File: config.mk
export PLATFORM = sky130hd
export DESIGN_NAME = fsm_cmd_arbiter
export DESIGN_NICKNAME = d
export VERILOG_FILES = /design/src/rtl/fsm_cmd_arbiter.sv
export SDC_FILE = /design/constraint.sdc
export NUM_CORES = 1
export LEC_CHECK = 0
export BUFFER_PORTS_ARGS = -buffer_cell sky130_fd_sc_hd__buf_4
export CAP_MARGIN = 0
export CORE_AREA = 2 2 39 41
export DETAILED_ROUTE_END_ITERATION = 10
export DIE_AREA = 0 0 41 43
export PLACE_DENSITY = 0.64
export SLEW_MARGIN = 20
export SYNTH_ARGS = -nofsm -noshare
export SYNTH_HDL_FRONTEND = slang
export SYNTH_SLANG_ARGS = --single-unit
File: constraint.sdc
create_clock -name clk -period 2.05 [get_ports clk]
set_clock_uncertainty 0.1 [all_clocks]
set_input_delay 0.41 -clock clk [delete_from_list [all_inputs] [get_ports clk]]
set_output_delay 0.41 -clock clk [all_outputs]
set_load 0.1 [all_outputs]
File: src/rtl/fsm_cmd_arbiter.sv
// rtl/fsm_cmd_arbiter.sv - round-robin command arbiter driving a shared 2-bit mode FSM
// Illegal codes force IDLE and latch a sticky error; a watchdog returns idle-stuck states to IDLE.
module fsm_cmd_arbiter #(
  parameter int N_REQ   = 2,
  parameter int TIMEOUT = 16,
  localparam int CW     = $clog2(TIMEOUT + 1)
) (
  input  logic               clk,
  input  logic               rst,
  input  logic [N_REQ-1:0]   req_i,
  input  logic [3*N_REQ-1:0] cmd_i,
  input  logic               err_clr_i,
  output logic [N_REQ-1:0]   gnt_o,
  output logic [1:0]         state_o,
  output logic [2:0]         out_o,
  output logic               busy_o,
  output logic               err_o
);

  localparam int PW = (N_REQ > 1) ? $clog2(N_REQ) : 1;

  typedef enum logic [1:0] {
    ST_IDLE  = 2'd0,
    ST_MODE1 = 2'd1,
    ST_MODE2 = 2'd2,
    ST_MODE3 = 2'd3
  } state_t;

  state_t         state_q, state_d;
  logic [CW-1:0]  wd_q, wd_d;
  logic [PW-1:0]  ptr_q, ptr_d;
  logic           err_q, err_d;

  logic [2:0]     cmd_arr [N_REQ];
  logic           found;
  logic [PW-1:0]  winner;
  logic [PW-1:0]  cand;
  logic           accept;
  logic [2:0]     win_cmd;
  int             idx;

  for (genvar g = 0; g < N_REQ; g++) begin : g_unpack
    assign cmd_arr[g] = cmd_i[3*g +: 3];
  end

  // Scan from the round-robin pointer, wrapping once around the requesters.
  always_comb begin
    found  = 1'b0;
    winner = '0;
    cand   = '0;
    idx    = 0;
    for (int i = 0; i < N_REQ; i++) begin
      idx = int'(ptr_q) + i;
      if (idx >= N_REQ) idx = idx - N_REQ;
      cand = PW'(idx);
      if (!found && req_i[cand]) begin
        found  = 1'b1;
        winner = cand;
      end
    end
  end

  assign accept  = found && !err_q && !rst;
  assign win_cmd = cmd_arr[winner];

  always_comb begin
    gnt_o = '0;
    if (accept) gnt_o[winner] = 1'b1;
  end

  always_comb begin
    state_d = state_q;
    wd_d    = wd_q;
    ptr_d   = ptr_q;
    err_d   = err_q;
    if (err_clr_i) err_d = 1'b0;
    if (accept) begin
      wd_d  = '0;
      ptr_d = (winner == PW'(N_REQ - 1)) ? '0 : winner + PW'(1);
      case (win_cmd)
        3'h0:             state_d = ST_IDLE;
        3'h1, 3'h2, 3'h3: state_d = ST_MODE3;
        3'h4:             state_d = ST_MODE2;
        3'h5:             state_d = ST_MODE1;
        default: begin
          // Illegal code: park safely and block further grants until cleared.
          state_d = ST_IDLE;
          err_d   = 1'b1;
        end
      endcase
    end else if (state_q == ST_IDLE) begin
      wd_d = '0;
    end else if (wd_q == CW'(TIMEOUT - 1)) begin
      state_d = ST_IDLE;
      wd_d    = '0;
    end else begin
      wd_d = wd_q + CW'(1);
    end
  end

  always_ff @(posedge clk or posedge rst) begin
    if (rst) begin
      state_q <= ST_IDLE;
      wd_q    <= '0;
      ptr_q   <= '0;
      err_q   <= 1'b0;
    end else begin
      state_q <= state_d;
      wd_q    <= wd_d;
      ptr_q   <= ptr_d;
      err_q   <= err_d;
    end
  end

  assign state_o = state_q;
  assign out_o   = {1'b1, state_q};
  assign busy_o  = (state_q != ST_IDLE);
  assign err_o   = err_q;

endmodule

Word level (Yosys, flattened, before mapping)
Cells that the tools add are included.
Widths: inputs -> output; s select.
- flip-flop bits (word level): 9
- output and inout bits: 9
- logic and storage cells: 65
- add/sub/neg operators: 5
- $lt $le $gt $ge: 7
- equal/unequal tests: 7
- mux-type cells: 27
- bitwise operators: 1
- reductions and logical operators: 14
- operator list (kind ; count):
    $mux 1 ; 15
    $mux 5 ; 3
    $mux 3 ; 3
    $mux 2 ; 4
    $eq 3x2->1 const B ; 2
    $eq 3x3->1 const B ; 2
    $lt 1x2->1 const B ; 3
    $pmux 2 s3 ; 1
    $reduce_or 6->1 ; 1
    $add 5x1->5 const B ; 1
    $eq 5x4->1 const B ; 1
    $ge 2x2->1 const B ; 2
    $logic_and 1x1->1 ; 4
    $reduce_bool 2->1 ; 2
    $eq 3x1->1 const B ; 1
    $logic_not 1->1 ; 3
    $logic_not 3->1 ; 1
    $reduce_or 3->1 ; 1
    $add 1x1->2 const B ; 1
    $ge 1x2->1 const B ; 1
    $logic_not 2->1 ; 1
    $ne 2x2->1 const B ; 1
    $not 1->2 ; 1
    $reduce_and 2->1 ; 1
    4 further kinds ; 5

Depth between registers and ports, before layout
Gate-level depths: netlist of the first run.
- depth after elaboration: 16
- depth in mapped cells: 5
- mapped depth without buffers: 5

Least setup slack after synthesis of the first run
OpenSTA, ideal clock, no wires.
- path kind: register to register
- start: register err_q (netlist: err_o)
- end: register state_q[1] (netlist: state_o[1])
- data arrival time: 2813 ps
- path slack: -936 ps
- stages on the path, launching flop included: 5
- path buffers: 0
- path through: dfrtp_1 nor2_1 o21ai_1 nor2_1 a221o_1
- cells in the longest elaborated chain, start to end: 5
- elaborated cells on any way between the ends: 7
- RTL lines (element ; RTL line ; text):
    start, declared ; 32 ; logic err_q, err_d;
    start signal, assigned ; 111 ; err_q <= err_d;
    $logic_not 1->1 * ; 63 ; assign accept = found && !err_q && !rst;
    $logic_and 1x1->1 * (2 in series) ; 63 ;
    $ne 2x2->1 (no line) or $reduce_bool 2->1 (tied branches) ; -- ;
    $reduce_and 2->1 (no line) ; -- ;
    end signal, assigned ; 108 ; state_q <= state_d;
    end, declared ; 29 ; state_t state_q, state_d;
Every way passes the cells marked *; elsewhere a longest branch is shown, timed or not.
A chain may end at the register's enable or synchronous reset.

Final worst setup path of the first run
- start: register err_q (netlist: err_o)
- end: output gnt_o[0]
- cells in the longest elaborated chain, start to end: 4
- RTL lines (element ; RTL line ; text):
    $logic_not 1->1 ; 63 ;
    $logic_and 1x1->1 (2 in series) ; 63 ;
    $mux 2 ; 68 ; if (accept) gnt_o[winner] = 1'b1;
    end, declared ; 13 ; output logic [N_REQ-1:0] gnt_o,
No other way between the ends.

==> results of run 1 <==
## state kept, by name, summed over array words and instances (netlist names)
signal   count
wd_q         5
state_o      2
ptr_q        1
err_o        1
## cells in the mapped netlist (2+ instances only)
library cell   n
inv_1          4
nand2_1        2
and3_2         2
buf_4          3
nor2_1        10
nand3_1        3
a21oi_1        2
dfrtp_1        9
xnor2_1        3
## worst register-to-register path, stage by stage, from the launching register on
cell and delay, ns:
dfrtp_1 0.38, ha_1 0.21, nand3_2 0.09, or2_4 0.25, and3_4 0.18, a221o_1 0.25
## power by group
| group | switching, mW | internal, mW |
|---|---|---|
| logic | 0.287 | 0.0972 |
| clock network | 0.0584 | 0.0748 |
| registers | 0.0257 | 0.210 |
## placed cells by master (no fill, tap or decap)
| master | netlist | layout |
|---|---|---|
| conb_1 | 1 | 1 |
| nor2_1 | 10 | 9 |
| or2_4 | 1 | 1 |
| and3_2 | 2 | 2 |
| nor3_1 | 1 | 1 |
| and2_2 | 0 | 1 |
| o21ai_2 | 1 | 2 |
| xnor2_1 | 3 | 3 |
| nand3_2 | 1 | 1 |
| clkbuf_4 | 0 | 3 |
| a21oi_1 | 2 | 2 |
| nand3_1 | 3 | 3 |
| ha_1 | 1 | 1 |
| xor2_1 | 1 | 1 |
| o22ai_1 | 1 | 1 |
| buf_6 | 0 | 2 |
| and3_4 | 1 | 1 |
| nand2_1 | 2 | 2 |
| o21ai_0 | 1 | 1 |
| buf_4 | 3 | 17 |
| mux2i_1 | 1 | 1 |
| dfrtp_1 | 9 | 6 |
| o21a_1 | 1 | 1 |
| a221o_1 | 1 | 1 |
| dfrtp_2 | 0 | 3 |
| nor2_4 | 0 | 1 |
| clkbuf_1 | 0 | 1 |
| mux2_2 | 1 | 1 |
| inv_1 | 4 | 4 |
## timing repair
action	CTS	global route
setup buffers	0	0
endpoints found under the setup margin	1	1
hold buffers	0	0
resized for setup	1	2
pin swaps	0	0
hold endpoints to repair	0	0
## through the flow
step | hold slack [ns] | setup slack (ns) | cells | util (%)
CTS | 0.03620 | 0.04243 | 90 | 49.64
global route | 0.04606 | 0.02208 | 90 | 50.18
floorplan | 0.1377 | 0.02991 | 54 | -
finish | 0.02156 | 0.1263 | 90 | 50.18
global placement | 0.3058 | 0.1810 | 86 | 47.47
detailed placement | 0.3115 | 0.1729 | 86 | 47.47
## kinds of logic after synthesis
kind of cell / count (synthesis) / synth area share, %
other cells: 1 / 0.7437
xor+xnor: 4 / 6.949
mux: 2 / 4.218
compound gates: 8 / 10.42
fa+ha+maj: 1 / 2.481
flops: 9 / 44.67
buf+inv: 7 / 7.443
simple gates: 22 / 23.08
## worst min-delay path by stage
stage / from / end / slack, ns / depth (start not counted)
after floorplan: rst / ptr_q / 0.14 / 1
after global placement: rst / ptr_q / 0.31 / 2
after detailed placement: rst / ptr_q / 0.31 / 2
after CTS: rst / wd_q[1] / 0.04 / 2
after global routing: rst / wd_q[3] / 0.05 / 2
final: rst / wd_q[1] / 0.02 / 2
## area by class of cell
type	instances	area [um^2]
sequential	9	229.0
tap	16	20.02
multi-input combinational	38	254.0
inverter	4	15.01
fill	134	689.4
timing repair buffer	19	150.1
clock buffer	4	26.28
## per-layer routing
layer,up-vias,global-route usage [%],part of all wire (%)
li1,218,-,-
met1,199,18.67,40
met2,12,21.56,56
met3,0,4.712,3.6
met4,0,8.000,0
met5,-,0,0
==> out/results.md, run 1 <==
| Quantity | Reported |
|:---|:---|
| Avg Synthesized Cell Area | 9.338 um^2 |
| Unrepaired setup endpoints after global routing | no |
| Arr. time, crit path | 1.41 ns |
| Skew-Pair Late Insertion Delay | 0.25 ns |
| Maximum operating frequency | 0.5198 GHz |
| Buffer cell driving the clock tree root | clkbuf_4 |
| Count of flip-flops with a built-in enable after synthesis | 0 |
| CTS sink cnt | 9 |
| Net count after synthesis | 66 |
| Time the final worst path needs with I/O delays and setup | 1.924 ns |
| DP Wirelength | 813.9 um |
| Setup violations, final | 0 |
| Predominant post-synthesis flop cell | dfrtp_1 |
| Pre-Repair DR Iteration Count | 4 |
| Status | completed |
| Violation count after the first detailed-routing iteration | 8 |
| Row cnt | 14 |
| H-tree Lvls | 1 |
| Total negative setup slack | 0 ns |
| DRT antenna net count | 0 |
| Floorplan die height | 43 um |
| Worst-path cell with the longest stage delay | dfrtp_2 |
| Peak VDD IR | 516.0 uV |
| Nature of the critical path endpoint | primary output |
| Final worst-path cycle share | 93.84% |
| Final instance area | 694.4 um^2 |
| Area share of the largest cell type after synthesis | 44.67% |
| Largest net degree at the start of global routing | 10 |
| Max-slew violations | 0 |
| Source of the critical timing path | err_o |
| Worst EP required | 1.54 ns |
| Number of global-route vias before repair | 428 |
| Post-synthesis cell type with the largest combined area | dfrtp_1 |
| Detailed-route vias per instance | 4.767 |
| Crit start category | flop |
| Placeable core region | 0.001384 mm^2 |
| Antenna diode count | 0 |
| DR vias | 429 |
| Synth Warn # | 0 |
| Share of synthesized registers carrying an async set or reset | 100.0% |
| Post-synthesis instance area | 504.2 um^2 |
| Cell-by-cell listing of the critical path | nor2_1 > o21a_1 > and2_2 > buf_6 |
| GRT Residual Overflow | 0 |
| First-pass GRT wire length | 1697 um |
| Top-Level Pins | 20 |
| Number of cell instances on the worst register-to-register path | 5 |
| Die width | 41 um |
| Sum of routed wire length over all layers | 1028 um |
| Number of maximum-capacitance constraint violations | 0 |
| Synthesis-to-finish area growth | 37.72% |
| Kind of critical path | reg2out |
| Yosys reg bits | 9 |
| Instance count of the mapped netlist | 54 |
| Clock edge transition at the registers on the reported setup and hold paths | 0.06 ns |
| Initial core utilization | 36.44% |
| Total power | 753.4 uW |
| Area after DPL | 656.9 um^2 |
| Critical path depth | 4 |
| Fraction of layout instances using a drive strength above 1 | 47.30% |
| Endpoint of the worst setup timing path | gnt_o[0] |
| # port buffers | 18 |
| Clock tree from TritonCTS | done |
| Largest stage delay, worst path | 0.41 ns |
| Proportion of synthesized chip area in sequential cells | 44.67% |
| Max FO, Critical Path | 3 |
| Total track usage | 14.82% |
| CTS Buf Count | 3 |
| Initial antenna violation count | 0 |
| Area contributors post-synth | dfrtp_1 45%, nor2_1 7.4%, xnor2_1 5.2% |
| Distinct cell type count after synthesis | 25 |
| Power density over the cells | 1085 mW/mm^2 |
| Die area | 0.001763 mm^2 |
| Final Hold Violating Endpoints | 0 |
| Clk buf depth | 2 |
| Post-route DRC violation count | 0 |
| WP buf/inv | 1 |
| Slack of the worst reg-to-reg path | 0.48 ns |
| Number of nets in the finished design | 87 |
| Post-detailed-route wirelength per cell | 11.42 um |
| Class of the worst hold path | in2async |
| Launch instance of the worst register-to-register path | wd_q[0] |
| Placer Congestion | 0.7368 |
| Leakage power of the design | 0.3376 nW |
| Endpoint of the most critical register-to-register path | state_o[1] |
| Top delay family on crit path | flip-flops |
No activity file was read; power rests on OpenSTA's default activity.
==> inputs of run 2 (changes only) <==
Settings changed: CORE_AREA 2 2 39 41 to default, CORE_UTILIZATION from default to 35, DIE_AREA 0 0 41 43 to default, PLACE_DENSITY 0.64 to 0.6, RECOVER_POWER from default to 100.
==> run 2 against run 1 <==
Effect of this change: critical path depth unchanged; first-iteration DRC count down 13%; critical endpoint is now gnt_o[1]; routed wire length increased by 5.3%; hold slack better by 0.0020 ns; sequential power hardly changed; final area shrank 5.0%; utilization down 0.13 points; flip-flop and latch count is the same; clock power increased by 4%; register-to-register slack got worse by 0.08 ns; setup slack got worse by 0.017 ns; non-clock buffer count is the same.
==> out/results.md, run 2 (synthesis gave the netlist of run 1 again) <==
| Quantity | Reported |
|:---|:---|
| Status | completed |
| Sum of routed wire length over all layers | 1082 um |
| Total negative setup slack | 0 ns |
| Die area | 0.001596 mm^2 |
| Most frequent standard cell in the layout excluding fill and tap cells | buf_4 |
| Clk buf depth | 2 |
| DR vias | 441 |
| Post-route DRC violation count | 0 |
| Clock tree from TritonCTS | done |
| Cell-by-cell listing of the critical path | nor2_1 > o21ai_1 > nor2_4 > clkbuf_4 |
| Worst-path cell with the longest stage delay | dfrtp_2 |
| Number of maximum-capacitance constraint violations | 0 |
| Number of setup buffers added after CTS | 0 |
| Power density over the cells | 1128 mW/mm^2 |
| Reg with most FFs | wd_q |
| Endpoint of the most critical register-to-register path | state_o[1] |
| DRT antenna net count | 0 |
| Top delay family on crit path | flip-flops |
| Arr. time, crit path | 1.43 ns |
| Largest net degree at the start of global routing | 10 |
| Final Hold Violating Endpoints | 0 |
| Crit start category | flop |
| Maximum operating frequency | 0.5154 GHz |
| WHS | 0.02360 ns |
| Launch instance of the worst register-to-register path | wd_q[0] |
| Relative contribution of the clock network to total power | 18.6% |
| Area after DPL | 655.6 um^2 |
| Detailed-route vias per instance | 4.955 |
| Time the final worst path needs with I/O delays and setup | 1.940 ns |
| Largest stage delay, worst path | 0.41 ns |
| Slew at the pin closest to its max-slew limit | 0.5412 ns |
| Die width | 39.96 um |
| Worst EP required | 1.54 ns |
| # port buffers | 18 |
| Most frequent cells in the layout | 10 x buf_4, 9 x nor2_1, 6 x clkbuf_2, 6 x dfrtp_1, 5 x clkbuf_4 |
| Placer Congestion | 0.7255 |
| WP buf/inv | 1 |
| Top-Level Pins | 20 |
| Final instance area | 659.4 um^2 |
| Initial antenna violation count | 0 |
| Final worst-path setup slack | 0.1096 ns |
| Clock edge transition at the registers on the reported setup and hold paths | 0.06 ns |
| Antenna diode count | 0 |
| Total track usage | 17.43% |
| Share of the core filled with cells in the final layout | 50.05% |
| Number of cell instances on the worst register-to-register path | 5 |
| Final worst-path cycle share | 94.65% |
| Sw Share | 50.97% |
| Post-detailed-route wirelength per cell | 12.16 um |
| Worst Setup Slack post-DPL | 0.2203 ns |
| CTS sink cnt | 9 |
| Unrepaired setup endpoints after global routing | no |
| Number of nets in the finished design | 87 |
| DP Wirelength | 874.4 um |
| Buffer cell driving the clock tree root | clkbuf_4 |
| Leakage power of the design | 0.3284 nW |
| First-pass GRT wire length | 1766 um |
| Class of the worst hold path | in2async |
| Peak VDD IR | 413.8 uV |
| Max-slew violations | 0 |
| Nature of the critical path endpoint | primary output |
| Pre-Repair DR Iteration Count | 3 |
| Number of global-route vias before repair | 453 |
| Combinational share of power | 49.9% |
| Violation count after the first detailed-routing iteration | 7 |
| Row cnt | 13 |
| P_int | 364.5 uW |
| Max FFs per register | 5 |
| CTS Buf Count | 3 |
| Power share of the sequential group | 31.5% |
| Synthesis-to-finish area growth | 30.77% |
| Slack of the worst reg-to-reg path | 0.40 ns |
| H-tree Lvls | 1 |
| Setup violations, final | 0 |
| Fraction of layout instances using a drive strength above 1 | 43.24% |
| Skew-Pair Late Insertion Delay | 0.26 ns |
| Floorplan die height | 39.96 um |
| Switch Pwr | 379.0 uW |
| Kind of critical path | reg2out |
| Initial core utilization | 38.27% |
| Placeable core region | 0.001318 mm^2 |
| GRT Residual Overflow | 0 |
| Worst slew slack as a fraction of its limit | 64.07% |
| Max FO, Critical Path | 3 |
==> run 2: cell types whose count changed in the layout (fill, tap and decap cells not counted) <==
cell and change:
or2_4 -1, nand3_1 +1, buf_4 -7, clkbuf_2 +6, buf_6 -1, and3_2 +1
nand3_2 -1, o21ai_2 -1, and3_4 -1, clkbuf_4 +2, o21ai_1 +1, or2_0 +1
==> run 2: worst max-delay path by stage <==
stage | from | end | slack (ns) | cells past startpoint
2_1_floorplan | err_o | gnt_o[1] | 0.03 | 3
3_3_place_gp | req_i[0] | gnt_o[0] | 0.24 | 5
3_5_place_dp | req_i[0] | gnt_o[0] | 0.22 | 5
4_1_cts | err_o | gnt_o[0] | 0.05 | 4
5_1_grt | err_o | gnt_o[1] | 0.04 | 4
6_report | err_o | gnt_o[1] | 0.11 | 4
==> run 2: final cells by class <==
type,instances,area [um^2]
inverters,4,15.01
flip-flops and latches,9,229.0
repair buffers,19,131.4
fillers,132,658.1
multi-input cells,38,239.0
well taps,15,18.77
clock buffers,4,26.28
==> run 2: repair_timing <==
action                                  in CTS  in global routing
hold buffers                                 0                  0
endpoints found under the setup margin       0                  1
resized for setup                            0                  1
==> run 2: per-stage QoR <==
step	power [mW]	std cells
after floorplan	0.5487	54
final	0.7435	89
after detailed placement	0.6283	85
after CTS	0.7692	89
after global placement	0.6215	85
after global routing	0.7825	89
==> run 2: routing by layer <==
layer  part of all wire [%]  GRT usage, %  up-vias
met4                    1.8         12.93        0
met3                    3.4         3.333        2
li1                       -             -      219
met5                      0             0        -
met2                     54         30.65       14
met1                     41         18.12      206
==> run 2: power by group through the flow <==
stage / Clock, mW / Sequential [mW] / Combinational (mW)
after floorplan: 0 / 0.314 / 0.235
after global placement: 0 / 0.238 / 0.384
after detailed placement: 0 / 0.238 / 0.390
after CTS: 0.142 / 0.236 / 0.391
after global routing: 0.151 / 0.238 / 0.393
final: 0.138 / 0.234 / 0.371
==> inputs of run 3 (changes only) <==
Settings changed: MAX_ROUTING_LAYER from default to met4.
==> run 3 against run 2 <==
Effect of this change: sequential share of layout area unchanged; clock power about the same; first-iteration DRC count increased by 14%; power about the same; setup slack about the same; final area unchanged; global-route usage increased by 0.50 points; combinational power about the same; critical path type unchanged.
==> out/results.md, run 3 (synthesis gave the netlist of run 1 again) <==
| Quantity | Reported |
|:---|:---|
| CTS Buf Count | 3 |
| Final worst-path cycle share | 94.66% |
| Max FFs per register | 5 |
| Skew-Pair Late Insertion Delay | 0.26 ns |
| Status | completed |
| DP Wirelength | 874.4 um |
| Cell-by-cell listing of the critical path | nor2_1 > o21ai_1 > nor2_4 > clkbuf_4 |
| Worst Setup Slack post-DPL | 0.2203 ns |
| Total track usage | 17.93% |
| Clock tree from TritonCTS | done |
| Slew at the pin closest to its max-slew limit | 0.5412 ns |
| Fraction of layout instances using a drive strength above 1 | 43.24% |
| Final worst-path setup slack | 0.1094 ns |
| Clock edge transition at the registers on the reported setup and hold paths | 0.06 ns |
| Kind of critical path | reg2out |
| Final Hold Violating Endpoints | 0 |
| Placer Congestion | 0.7342 |
| Placed cell count | 85 |
| Reg with most FFs | wd_q |
| Most frequent standard cell in the layout excluding fill and tap cells | buf_4 |
| Power density over the cells | 1128 mW/mm^2 |
| Number of global-route vias before repair | 454 |
| Share of the core filled with cells in the final layout | 50.05% |
| Initial core utilization | 38.27% |
| Number of setup buffers added after CTS | 0 |
| # port buffers | 18 |
| Placeable core region | 0.001318 mm^2 |
| Pre-Repair DR Iteration Count | 4 |
| GRT Residual Overflow | 0 |
| Worst slew slack as a fraction of its limit | 64.07% |
| Non-filler instance count after layout | 89 |
| Top delay family on crit path | flip-flops |
| Peak VDD IR | 413.8 uV |
| H-tree Lvls | 1 |
| Detailed-route vias per instance | 4.955 |
| Clk buf depth | 2 |
| DR vias | 441 |
| Row cnt | 13 |
| Maximum operating frequency | 0.5153 GHz |
| Floorplan die height | 39.96 um |
| Buffer cell driving the clock tree root | clkbuf_4 |
| Violation count after the first detailed-routing iteration | 8 |
| Arr. time, crit path | 1.43 ns |
| Worst-path cell with the longest stage delay | dfrtp_2 |
| Post-route DRC violation count | 0 |
| Max FO, Critical Path | 3 |
| Largest net degree at the start of global routing | 10 |
| Synthesis-to-finish area growth | 30.77% |
| Die area | 0.001596 mm^2 |
| Max-slew violations | 0 |
| DRT antenna net count | 0 |
| Post-detailed-route wirelength per cell | 12.16 um |
| Antenna diode count | 0 |
| Most frequent cells in the layout | 10 x buf_4, 9 x nor2_1, 6 x clkbuf_2, 6 x dfrtp_1, 5 x clkbuf_4 |
| Leakage power of the design | 0.3284 nW |
| Worst EP required | 1.54 ns |
| Largest stage delay, worst path | 0.41 ns |
| Nature of the critical path endpoint | primary output |
| Top-Level Pins | 20 |
| First-pass GRT wire length | 1766 um |
| Time the final worst path needs with I/O delays and setup | 1.941 ns |
| Die width | 39.96 um |
| WP buf/inv | 1 |
| Setup violations, final | 0 |
| Class of the worst hold path | in2async |
| Number of nets in the finished design | 87 |
| WHS | 0.02344 ns |
| Crit start category | flop |
| Initial antenna violation count | 0 |
| CTS sink cnt | 9 |
| Unrepaired setup endpoints after global routing | no |
| Number of maximum-capacitance constraint violations | 0 |
| Total negative setup slack | 0 ns |
| Sum of routed wire length over all layers | 1082 um |
==> run 3: cell counts in the layout (fill, tap and decap cells not counted) <==
Identical to the previous run, type by type.
==> run 3: metal layers <==
metal / track usage (%) / up-vias / share of wire [%]
met5: - / - / 0
met4: 12.93 / 0 / 0
met3: 3.333 / 0 / 3.0
met2: 30.65 / 14 / 56
met1: 18.12 / 208 / 41
li1: - / 219 / -
==> run 3: what timing repair did <==
item                                    CTS  global route
hold buffers                              0             0
hold endpoints to repair                  0             0
endpoints found under the setup margin    0             1
gates resized for setup                   0             1
==> run 3: worst paths after layout <==
check	from	endpoint	slack (ns)	depth (start not counted)
min in group clk	err_clr_i	err_o	0.22	2
max	err_o	gnt_o[1]	0.11	4
max in group asynchronous	rst	state_o[1]	1.55	2
max reg2reg	wd_q[0]	state_o[1]	0.40	5
min reg2reg	wd_q[0]	wd_q[0]	0.36	1
min	rst	ptr_q	0.02	2
==> run 3: area by class of cell <==
| cell class | count | area, um^2 |
|---|---|---|
| repair buffers | 19 | 131.4 |
| fillers | 132 | 658.1 |
| clock buffers | 4 | 26.28 |
| multi-input cells | 38 | 239.0 |
| flip-flops and latches | 9 | 229.0 |
| inverters | 4 | 15.01 |
| well taps | 15 | 18.77 |
==> run 3: per-stage QoR <==
stage	power (mW)	area (um^2)
6_report	0.7436	659.4
4_1_cts	0.7692	681.9
5_1_grt	0.7825	659.4
2_1_floorplan	0.5487	516.7
3_3_place_gp	0.6215	655.6
3_5_place_dp	0.6283	655.6
==> run 3: power by group <==
group | switching (mW) | internal (mW) | leakage (nW)
combinational | 0.291 | 0.0795 | 0.201
clock | 0.0634 | 0.0751 | 0.0150
sequential | 0.0242 | 0.210 | 0.113
